## src/rtl/move_scheduler.sv

```systemverilog
// ---------------------------------------------------------------------------
// move_scheduler
//
// Arbitrates piece-movement requests (left, right, rotate, hard drop and the
// gravity tick) onto the single move-check/commit datapath while the main FSM
// is in MOVE. Exactly one move is in flight at a time over a valid/done
// handshake. A blocked downward move is reported back as a one-cycle
// `touched` pulse, after which the scheduler locks until `enable` drops.
//
// Parameters
//   GRAV_PERIOD  clock cycles between gravity ticks (2 .. 2**CNT_W)
//   CNT_W        gravity counter width
//
// Ports
//   i_clka        clock, all state updates on the rising edge
//   i_restart     synchronous active-high reset
//   i_enable      high while the main FSM is in MOVE
//   i_btn_left    debounced level input
//   i_btn_right   debounced level input
//   i_btn_rot     debounced level input
//   i_btn_drop    debounced level input
//   o_chk_valid   move request to the datapath
//   o_chk_op      001 LEFT, 010 RIGHT, 011 ROT, 100 DOWN, 000 idle
//   i_chk_done    one-cycle completion pulse from the datapath
//   i_chk_ok      qualifies i_chk_done: 1 committed, 0 blocked
//   o_touched     one-cycle pulse, a DOWN move was blocked
//   o_busy        high in any state other than IDLE
// ---------------------------------------------------------------------------
module move_scheduler #(
    parameter int GRAV_PERIOD = 8,
    parameter int CNT_W       = 10
) (
    input  logic       i_clka,
    input  logic       i_restart,
    input  logic       i_enable,
    input  logic       i_btn_left,
    input  logic       i_btn_right,
    input  logic       i_btn_rot,
    input  logic       i_btn_drop,
    output logic       o_chk_valid,
    output logic [2:0] o_chk_op,
    input  logic       i_chk_done,
    input  logic       i_chk_ok,
    output logic       o_touched,
    output logic       o_busy
);

    typedef enum logic [1:0] {
        ST_IDLE = 2'd0,
        ST_REQ  = 2'd1,
        ST_DROP = 2'd2,
        ST_LOCK = 2'd3
    } state_t;

    localparam logic [2:0] OP_NONE  = 3'b000;
    localparam logic [2:0] OP_LEFT  = 3'b001;
    localparam logic [2:0] OP_RIGHT = 3'b010;
    localparam logic [2:0] OP_ROT   = 3'b011;
    localparam logic [2:0] OP_DOWN  = 3'b100;

    localparam logic [CNT_W-1:0] GRAV_LAST = CNT_W'(GRAV_PERIOD - 1);

    // Button vectors are ordered {drop, rot, right, left}.
    localparam int B_LEFT  = 0;
    localparam int B_RIGHT = 1;
    localparam int B_ROT   = 2;
    localparam int B_DROP  = 3;

    state_t           r_state;
    logic [3:0]       r_prev;
    logic [3:0]       r_pend;
    logic             r_grav_pend;
    logic [CNT_W-1:0] r_cnt;
    logic             r_drop_act;
    logic             r_chk_valid;
    logic [2:0]       r_chk_op;
    logic             r_touched;

    state_t           w_state_nxt;
    logic [3:0]       w_btn;
    logic [3:0]       w_rise;
    logic             w_grav_tick;
    logic [CNT_W-1:0] w_cnt_nxt;
    logic [3:0]       w_pend_nxt;
    logic             w_grav_nxt;
    logic             w_drop_act_nxt;
    logic             w_valid_nxt;
    logic [2:0]       w_op_nxt;
    logic             w_touched_nxt;
    logic [3:0]       w_clr;
    logic             w_clr_grav;
    logic             w_clr_all;

    // Rising edges only count while enabled, so a button held across an
    // enable transition never produces a request.
    assign w_btn       = {i_btn_drop, i_btn_rot, i_btn_right, i_btn_left};
    assign w_rise      = w_btn & ~r_prev & {4{i_enable}};
    assign w_grav_tick = i_enable && (r_cnt == GRAV_LAST);

    // Gravity counter restarts from zero every time enable rises.
    always_comb begin
        w_cnt_nxt = r_cnt;
        if (!i_enable) begin
            w_cnt_nxt = '0;
        end else if (w_grav_tick) begin
            w_cnt_nxt = '0;
        end else begin
            w_cnt_nxt = r_cnt + CNT_W'(1);
        end
    end

    // Next-state and registered-output logic. Pending flags are cleared
    // wholesale whenever enable is low, on a blocked DOWN and throughout LOCK;
    // otherwise a new edge on the button being served wins over its clear.
    always_comb begin
        w_state_nxt    = r_state;
        w_valid_nxt    = r_chk_valid;
        w_op_nxt       = r_chk_op;
        w_touched_nxt  = 1'b0;
        w_drop_act_nxt = r_drop_act;
        w_clr          = '0;
        w_clr_grav     = 1'b0;
        w_clr_all      = ~i_enable;

        unique case (r_state)
            ST_IDLE: begin
                if (!i_enable) begin
                    w_drop_act_nxt = 1'b0;
                end else if (r_grav_pend) begin
                    w_clr_grav  = 1'b1;
                    w_valid_nxt = 1'b1;
                    w_op_nxt    = OP_DOWN;
                    w_state_nxt = ST_REQ;
                end else if (r_pend[B_DROP]) begin
                    w_clr[B_DROP]  = 1'b1;
                    w_valid_nxt    = 1'b1;
                    w_op_nxt       = OP_DOWN;
                    w_drop_act_nxt = 1'b1;
                    w_state_nxt    = ST_REQ;
                end else if (r_pend[B_ROT]) begin
                    w_clr[B_ROT] = 1'b1;
                    w_valid_nxt  = 1'b1;
                    w_op_nxt     = OP_ROT;
                    w_state_nxt  = ST_REQ;
                end else if (r_pend[B_LEFT]) begin
                    w_clr[B_LEFT] = 1'b1;
                    w_valid_nxt   = 1'b1;
                    w_op_nxt      = OP_LEFT;
                    w_state_nxt   = ST_REQ;
                end else if (r_pend[B_RIGHT]) begin
                    w_clr[B_RIGHT] = 1'b1;
                    w_valid_nxt    = 1'b1;
                    w_op_nxt       = OP_RIGHT;
                    w_state_nxt    = ST_REQ;
                end
            end

            ST_REQ: begin
                if (i_chk_done) begin
                    w_valid_nxt = 1'b0;
                    w_op_nxt    = OP_NONE;
                    if ((r_chk_op == OP_DOWN) && !i_chk_ok) begin
                        w_touched_nxt  = 1'b1;
                        w_clr_all      = 1'b1;
                        w_drop_act_nxt = 1'b0;
                        w_state_nxt    = ST_LOCK;
                    end else if (r_drop_act && i_chk_ok && i_enable) begin
                        w_state_nxt = ST_DROP;
                    end else begin
                        w_drop_act_nxt = 1'b0;
                        w_state_nxt    = ST_IDLE;
                    end
                end
            end

            // Hard drop repeats DOWN back-to-back; the one-cycle stop here
            // provides the low gap on o_chk_valid between repeats.
            ST_DROP: begin
                w_valid_nxt = 1'b1;
                w_op_nxt    = OP_DOWN;
                w_state_nxt = ST_REQ;
            end

            ST_LOCK: begin
                w_clr_all = 1'b1;
                if (!i_enable) begin
                    w_state_nxt = ST_IDLE;
                end
            end

            default: begin
                w_state_nxt = ST_IDLE;
            end
        endcase

        w_pend_nxt = w_clr_all ? 4'b0000 : ((r_pend & ~w_clr) | w_rise);
        w_grav_nxt = w_clr_all ? 1'b0 : ((r_grav_pend & ~w_clr_grav) | w_grav_tick);
    end

    // State register; restart also drops any in-flight request immediately.
    always_ff @(posedge i_clka) begin
        if (i_restart) begin
            r_state     <= ST_IDLE;
            r_prev      <= '0;
            r_pend      <= '0;
            r_grav_pend <= 1'b0;
            r_cnt       <= '0;
            r_drop_act  <= 1'b0;
            r_chk_valid <= 1'b0;
            r_chk_op    <= OP_NONE;
            r_touched   <= 1'b0;
        end else begin
            r_state     <= w_state_nxt;
            r_prev      <= w_btn;
            r_pend      <= w_pend_nxt;
            r_grav_pend <= w_grav_nxt;
            r_cnt       <= w_cnt_nxt;
            r_drop_act  <= w_drop_act_nxt;
            r_chk_valid <= w_valid_nxt;
            r_chk_op    <= w_op_nxt;
            r_touched   <= w_touched_nxt;
        end
    end

    assign o_chk_valid = r_chk_valid;
    assign o_chk_op    = r_chk_op;
    assign o_touched   = r_touched;
    assign o_busy      = (r_state != ST_IDLE);

endmodule

```

## config.mk

```make
export PLATFORM = sky130hd
export DESIGN_NAME = move_scheduler
export DESIGN_NICKNAME = d
export VERILOG_FILES = /design/src/rtl/move_scheduler.sv
export SDC_FILE = /design/constraint.sdc
export NUM_CORES = 1
export LEC_CHECK = 0
export CAP_MARGIN = 30
export CORE_AREA = 5 5 48 91
export CTS_BUF_LIST = sky130_fd_sc_hd__clkbuf_4 sky130_fd_sc_hd__clkbuf_8
export CTS_CLUSTER_SIZE = 30
export DETAILED_ROUTE_END_ITERATION = 12
export DIE_AREA = 0 0 53 96
export MAX_ROUTING_LAYER = met4
export PLACE_DENSITY_LB_ADDON = 0.08
export SETUP_SLACK_MARGIN = 0.02
export SKIP_CTS_REPAIR_TIMING = 1
export SLEW_MARGIN = 10
export SYNTH_ARGS = -nofsm -noshare
export SYNTH_HDL_FRONTEND = slang
export SYNTH_SLANG_ARGS = --single-unit
export TNS_END_PERCENT = 100
```

## constraint.sdc

```tcl
create_clock -name i_clka -period 2.1 [get_ports i_clka]
set_clock_uncertainty 0.1 [all_clocks]
set_input_delay 0.42 -clock i_clka [delete_from_list [all_inputs] [get_ports i_clka]]
set_output_delay 0.42 -clock i_clka [all_outputs]
set_load 0.05 [all_outputs]
```

==> flow_summary.toml, run 1 <==
[run_status]
run_status = "finished clean"

[yosys]
syn-mean-instance-area_um2 = 8.70
synth_top_area_share_pct = 45.3
ys_seq_area_share_pct = 45.3
synth_cells = 137
synthArstFlopShare_pct = 0
yosys.area.top_type = "dfxtp_1"
synth_nets = 151
yosysWarnings = 0
syn-cell-area_um2 = 1190
synth_area_leaders = "dfxtp_1 45%, nor2_1 5.7%, a21oi_1 5.5%, ha_1 5.2%, xor2_1 4.4%"
yosysMostFrequentCell = "dfxtp_1"
ys_ff_latch = 27
synth_cell_type_count = 33
yosys-top-cells-count = "27 x dfxtp_1, 18 x nor2_1, 13 x a21oi_1"
synth_edf_count = 0
ys.flop_type = "dfxtp_1"

[clocking]
cts_root_buf = "clkbuf_8"
clock_latency_ps = 270
cts_tree = "done"
clk_path_buf_depth = 2
path_clk_slew_ps = 90
cts.sinks = 27
htree_levels = 1
cts_made_buffers = 3

[timing]
period_share_pct = 93.7
period_minus_slack_ps = 1970
setup_tns_ps = 0
worst_slew_pin_slew_ps = 512
slew_headroom_pct = 65.8
finalHoldViolCount = 0
slew_viol_final = 0
max_freq_mhz = 508
rsz0062_at_grt = "false"
setup_viol = 0
setup_slack_ps = 132

[setup_path]
start_kind = "register"
crit_type = "reg -> reg"
cp_max_fo = 5
arrival_ps = 2020
required_ps = 2150
crit_path_end_kind = "register"

[floorplanning]
die_x_um = 53
start_util_pct = 33.1
core_area_um2 = 3610
rows = 31
die_h_um = 96
io_pins = 15
dieArea_um2 = 5090

[global_routing]
grt_first_pass_wirelength_um = 4580
antenna_found_initial = 0
grt_usage_pct = 12.9
grt_pass1_vias = 1032
grt_max_degree = 15
grt_overflow = 0

[power_and_ir_drop]
power_mw = 1.79
p_sw_uw = 692
p_sw_share_pct = 38.7
combPwrFrac_pct = 47.9
pwr-share-seq_pct = 35.1
p_leak_nw = 0.576
irDropWorstVdd_v = 0.000479
pwr-share-clk_pct = 17.0
power_density_nw_per_um2 = 1180
p_int_mw = 1.10

[final_layout]
drive_gt1_share_pct = 11.2
nNetsFinal = 176
final_cell_area_um2 = 1520
stdcell_count = 210
layout-area-overhead-vs-synth_pct = 27.3
antennaDiodeCount = 0

[drt]
wl_per_cell_um = 13.7
first_iter_violations = 13
vias = 1023
viasPerCell = 4.87
drc = 0
firstDrtPassIters = 3
wl_um = 2870
ant_nets = 0

[worst_hold_path]
hold_class = "reg -> reg"

[placed_design]
postPlaceCellArea_um2 = 1460
hpwl_um = 2310
preCtsSetupSlack_ps = 28.2
gp_congestion = 0.852
port_buffers = 14
placed_cells = 206

[flow_run]
drv_cap = 0
## routing by layer
metal  vias up  GRT usage, %  routed length, um
met3         7          1.40                 70
li1        529             -                  -
met4         0          6.82                 86
met5         -             -                  0
met1       473          11.4               1050
met2        14          25.2               1660
## per-stage QoR
step | hold slack, ps | utilization (%)
floorplan | 313 | -
global placement | 325 | 40.5
detailed placement | 337 | 40.5
CTS | 356 | 41.8
global route | 375 | 42.1
finish | 353 | 42.1
## registers in the layout (all words and copies together) (netlist names)
signal,flops
r_prev,4
o_chk_valid,1
r_state,2
o_chk_op,3
o_touched,1
r_drop_act,1
r_pend,4
r_cnt,10
r_grav_pend,1
## path summary, 6_finish.rpt
check	slack (ps)	to	depth (start not counted)	start
hold / removal	350	r_cnt[0]$_SDFF_PP0_	1	r_cnt[0]$_SDFF_PP0_
setup reg to reg	130	r_state[0]$_SDFFE_PP0P_	7	r_state[0]$_SDFFE_PP0P_
hold reg to reg	350	r_cnt[0]$_SDFF_PP0_	1	r_cnt[0]$_SDFF_PP0_
setup / recovery	130	r_state[0]$_SDFFE_PP0P_	7	r_state[0]$_SDFFE_PP0P_
## cell type report
| class | count | area [um2] |
|---|---|---|
| tap | 49 | 61.3 |
| inverter | 10 | 37.5 |
| sequential | 27 | 543 |
| timing repair buffer | 23 | 218 |
| multi-input combinational | 97 | 609 |
| clock buffer | 4 | 48.8 |
| fill | 379 | 2090 |
## placed cells by master, fill, tap and decap left out, types with 2 or more instances in the layout
| cell type | Yosys | layout |
|---|---|---|
| dfxtp_1 | 27 | 25 |
| nor2_1 | 18 | 18 |
| a21oi_1 | 13 | 13 |
| clkdlybuf4s50_1 | 0 | 13 |
| inv_1 | 10 | 10 |
| buf_4 | 0 | 9 |
| nand2_1 | 6 | 6 |
| xor2_1 | 6 | 6 |
| nor2b_1 | 5 | 5 |
| o21ai_0 | 5 | 5 |
| nand3_1 | 5 | 5 |
| ha_1 | 5 | 5 |
| nor3_1 | 3 | 3 |
| nand3b_1 | 3 | 3 |
| and3_1 | 3 | 3 |
| clkbuf_8 | 0 | 3 |
| xnor2_1 | 2 | 2 |
| or4_1 | 2 | 2 |
| nor4_1 | 3 | 2 |
| and4_1 | 2 | 2 |
| nand4_1 | 2 | 2 |
| dfxtp_2 | 0 | 2 |
## cell families after synthesis
family | synth area share [%]
compound gates | 13.4
buf+inv | 4.09
flops | 45.3
xor+xnor | 5.88
fa+ha+maj | 5.25
simple gates | 26.0
## power by group through the flow
stage	Combinational (mW)	Sequential, mW	Clock [mW]
detailed placement	0.854	0.637	0
finish	0.857	0.627	0.305
floorplan	0.407	0.723	0
global route	0.930	0.637	0.336
global placement	0.853	0.633	0
CTS	0.858	0.625	0.320
## critical path: stages, from the launching register on
cell and delay, ps:
dfxtp_2 360, inv_1 60, ha_1 250, nor4b_1 180, a221o_1 330, buf_4 160, nor4_1 330, nor3_1 80
No activity file was read; power rests on OpenSTA's default activity.
==> run 2, diff against run 1 <==
--- a/config.mk
+++ b/config.mk
@@ -14,7 +14,6 @@
 export MAX_ROUTING_LAYER = met4
 export PLACE_DENSITY_LB_ADDON = 0.08
 export SETUP_SLACK_MARGIN = 0.02
-export SKIP_CTS_REPAIR_TIMING = 1
 export SLEW_MARGIN = 10
 export SYNTH_ARGS = -nofsm -noshare
 export SYNTH_HDL_FRONTEND = slang
==> results of run 2 <==
Same layout as run 1: the final DEF is identical, and so are final timing and power.
==> run 3, diff against run 2 <==
--- a/config.mk
+++ b/config.mk
@@ -6,15 +6,15 @@
 export NUM_CORES = 1
 export LEC_CHECK = 0
 export CAP_MARGIN = 30
-export CORE_AREA = 5 5 48 91
+export CORE_AREA = 2 2 52 54
 export CTS_BUF_LIST = sky130_fd_sc_hd__clkbuf_4 sky130_fd_sc_hd__clkbuf_8
 export CTS_CLUSTER_SIZE = 30
 export DETAILED_ROUTE_END_ITERATION = 12
-export DIE_AREA = 0 0 53 96
+export DIE_AREA = 0 0 54 56
 export MAX_ROUTING_LAYER = met4
 export PLACE_DENSITY_LB_ADDON = 0.08
 export SETUP_SLACK_MARGIN = 0.02
-export SLEW_MARGIN = 10
+export SLEW_MARGIN = 20
 export SYNTH_ARGS = -nofsm -noshare
 export SYNTH_HDL_FRONTEND = slang
 export SYNTH_SLANG_ARGS = --single-unit
==> run 3 against run 2 <==
Routed wire length shrank 15%; final area shrank 4.4%; power shrank 7.4%; sequential share of layout area grew 1.6 points; non-clock buffer count shrank 3; critical path type is now reg -> out; largest power group unchanged.
==> flow_summary.toml, run 3 (synthesis gave the netlist of run 1 again) <==
[floorplanning]
die_x_um = 54
core_area_um2 = 2430
dieArea_um2 = 3020
rows = 18
die_h_um = 56
start_util_pct = 49.0
io_pins = 15

[power_and_ir_drop]
p_leak_nw = 0.567
pwr-share-clk_pct = 14.1
p_int_mw = 1.00
power_mw = 1.66
p_sw_share_pct = 39.4
irDropWorstVdd_v = 0.000813
combPwrFrac_pct = 48.1
p_sw_uw = 653
pwr-share-seq_pct = 37.8
power_density_nw_per_um2 = 1140

[setup_path]
cp.depth = 1
reg2regPathDepth = 7
arrival_ps = 1490
cp_num_buf_inv = 1
crit_path_end_kind = "output pin"
path_delay_family = "buffers and inverters"
start_kind = "register"
crit_type = "reg -> out"
crit_chain = "clkdlybuf4s50_1"
cp_max_fo = 3
critPathSlowestCell = "clkdlybuf4s50_1"
critPathMaxStageDelay_ps = 810
required_ps = 1580

[final_layout]
fillCellCount = 225
final_common_cell = "dfxtp_1"
layout_common_cells = "25 x dfxtp_1, 18 x nor2_1, 13 x a21oi_1, 12 x clkdlybuf4s50_1, 10 x inv_1"
nNetsFinal = 173
antennaDiodeCount = 0
reg_top3 = "r_cnt: 10 flops, r_pend: 4 flops, r_prev: 4 flops"
largest_reg_flops = 10
top_register = "r_cnt"
drive_gt1_share_pct = 9.49
layout-area-overhead-vs-synth_pct = 21.7

[global_routing]
grt_max_degree = 15
use_met1_pct = 22.3
grt_first_pass_wirelength_um = 4110
grt-busiest-layer = "met2"
grt_overflow = 0
use_met2_pct = 30.5
grt_usage_pct = 18.4
use_met3_pct = 2.42
grt_pass1_vias = 962
antenna_found_initial = 0

[drt]
wl_um = 2430
wl_per_cell_um = 12.9
vias = 1010
drc = 0
firstDrtPassIters = 4
viasPerCell = 5.37
ant_nets = 0
first_iter_violations = 10

[clocking]
htree_levels = 1
cts_root_buf = "clkbuf_4"
cts.sinks = 27
cts_made_buffers = 3
path_clk_slew_ps = 140
clk_path_buf_depth = 2
clock_latency_ps = 310
cts_setup_buffers = 0
cts_tree = "done"

[placed_design]
hpwl_um = 1830
port_buffers = 14
gp_congestion = 0.906

[timing]
rsz0062_at_grt = "false"
max_freq_mhz = 496
slew_viol_final = 0
period_share_pct = 95.9
worst_slew_pin_slew_ps = 504
setup_viol = 0
period_minus_slack_ps = 2010
slew_headroom_pct = 66.4
setup_tns_ps = 0
finalHoldViolCount = 0

[worst_hold_path]
hold_class = "reg -> reg"
holdPathStages = 1

[flow_run]
drv_cap = 0

[run_status]
run_status = "finished clean"
==> run 3: path summary, 6_finish.rpt <==
| kind | from | to | slack, ps |
|---|---|---|---|
| max reg2reg | r_state[0]$_SDFFE_PP0P_ | r_state[1]$_SDFFE_PP0P_ | 130 |
| max | o_chk_op[0]$_SDFFE_PP0P_ | o_chk_op[0] | 90 |
| min reg2reg | r_cnt[0]$_SDFF_PP0_ | r_cnt[0]$_SDFF_PP0_ | 360 |
| min | r_cnt[0]$_SDFF_PP0_ | r_cnt[0]$_SDFF_PP0_ | 360 |
==> run 3: repair_timing <==
item                                    CTS  global route
endpoints found under the setup margin    1             5
gates cloned                              0             0
hold buffers                              0             0
gates resized for setup                   1             3
==> run 3: routing by layer <==
metal / part of all wire (%) / wire (um)
met3: 3.0 / 73
met5: 0 / 0
met2: 50 / 1210
met1: 46 / 1130
met4: 0.62 / 15
==> run 3: cell type report <==
cell class | count | area (um2) | area share, %
inverter | 10 | 37.5 | 2.59
timing repair buffer | 20 | 198 | 13.6
multi-input combinational | 97 | 606 | 41.7
clock buffer | 4 | 30.0 | 2.07
tap | 30 | 37.5 | 2.59
sequential | 27 | 543 | 37.4
==> run 3: stage by stage <==
step	worst slack (ps)	util, %	instances	cell area, um2	hold WS, ps
floorplan	143	-	137	1190	313
global placement	73.1	58.1	184	1410	328
detailed placement	20.8	58.1	184	1410	339
CTS	27.9	59.4	188	1450	365
global route	20.6	59.7	188	1450	386
finish	85.5	59.7	188	1450	364
==> run 3: power by group through the flow <==
| stage | sequential, mW | clock (mW) | combinational [mW] |
|---|---|---|---|
| 2_1_floorplan | 0.723 | 0 | 0.407 |
| 3_3_place_gp | 0.631 | 0 | 0.787 |
| 3_5_place_dp | 0.636 | 0 | 0.786 |
| 4_1_cts | 0.627 | 0.245 | 0.791 |
| 5_1_grt | 0.638 | 0.260 | 0.872 |
| 6_report | 0.627 | 0.233 | 0.797 |
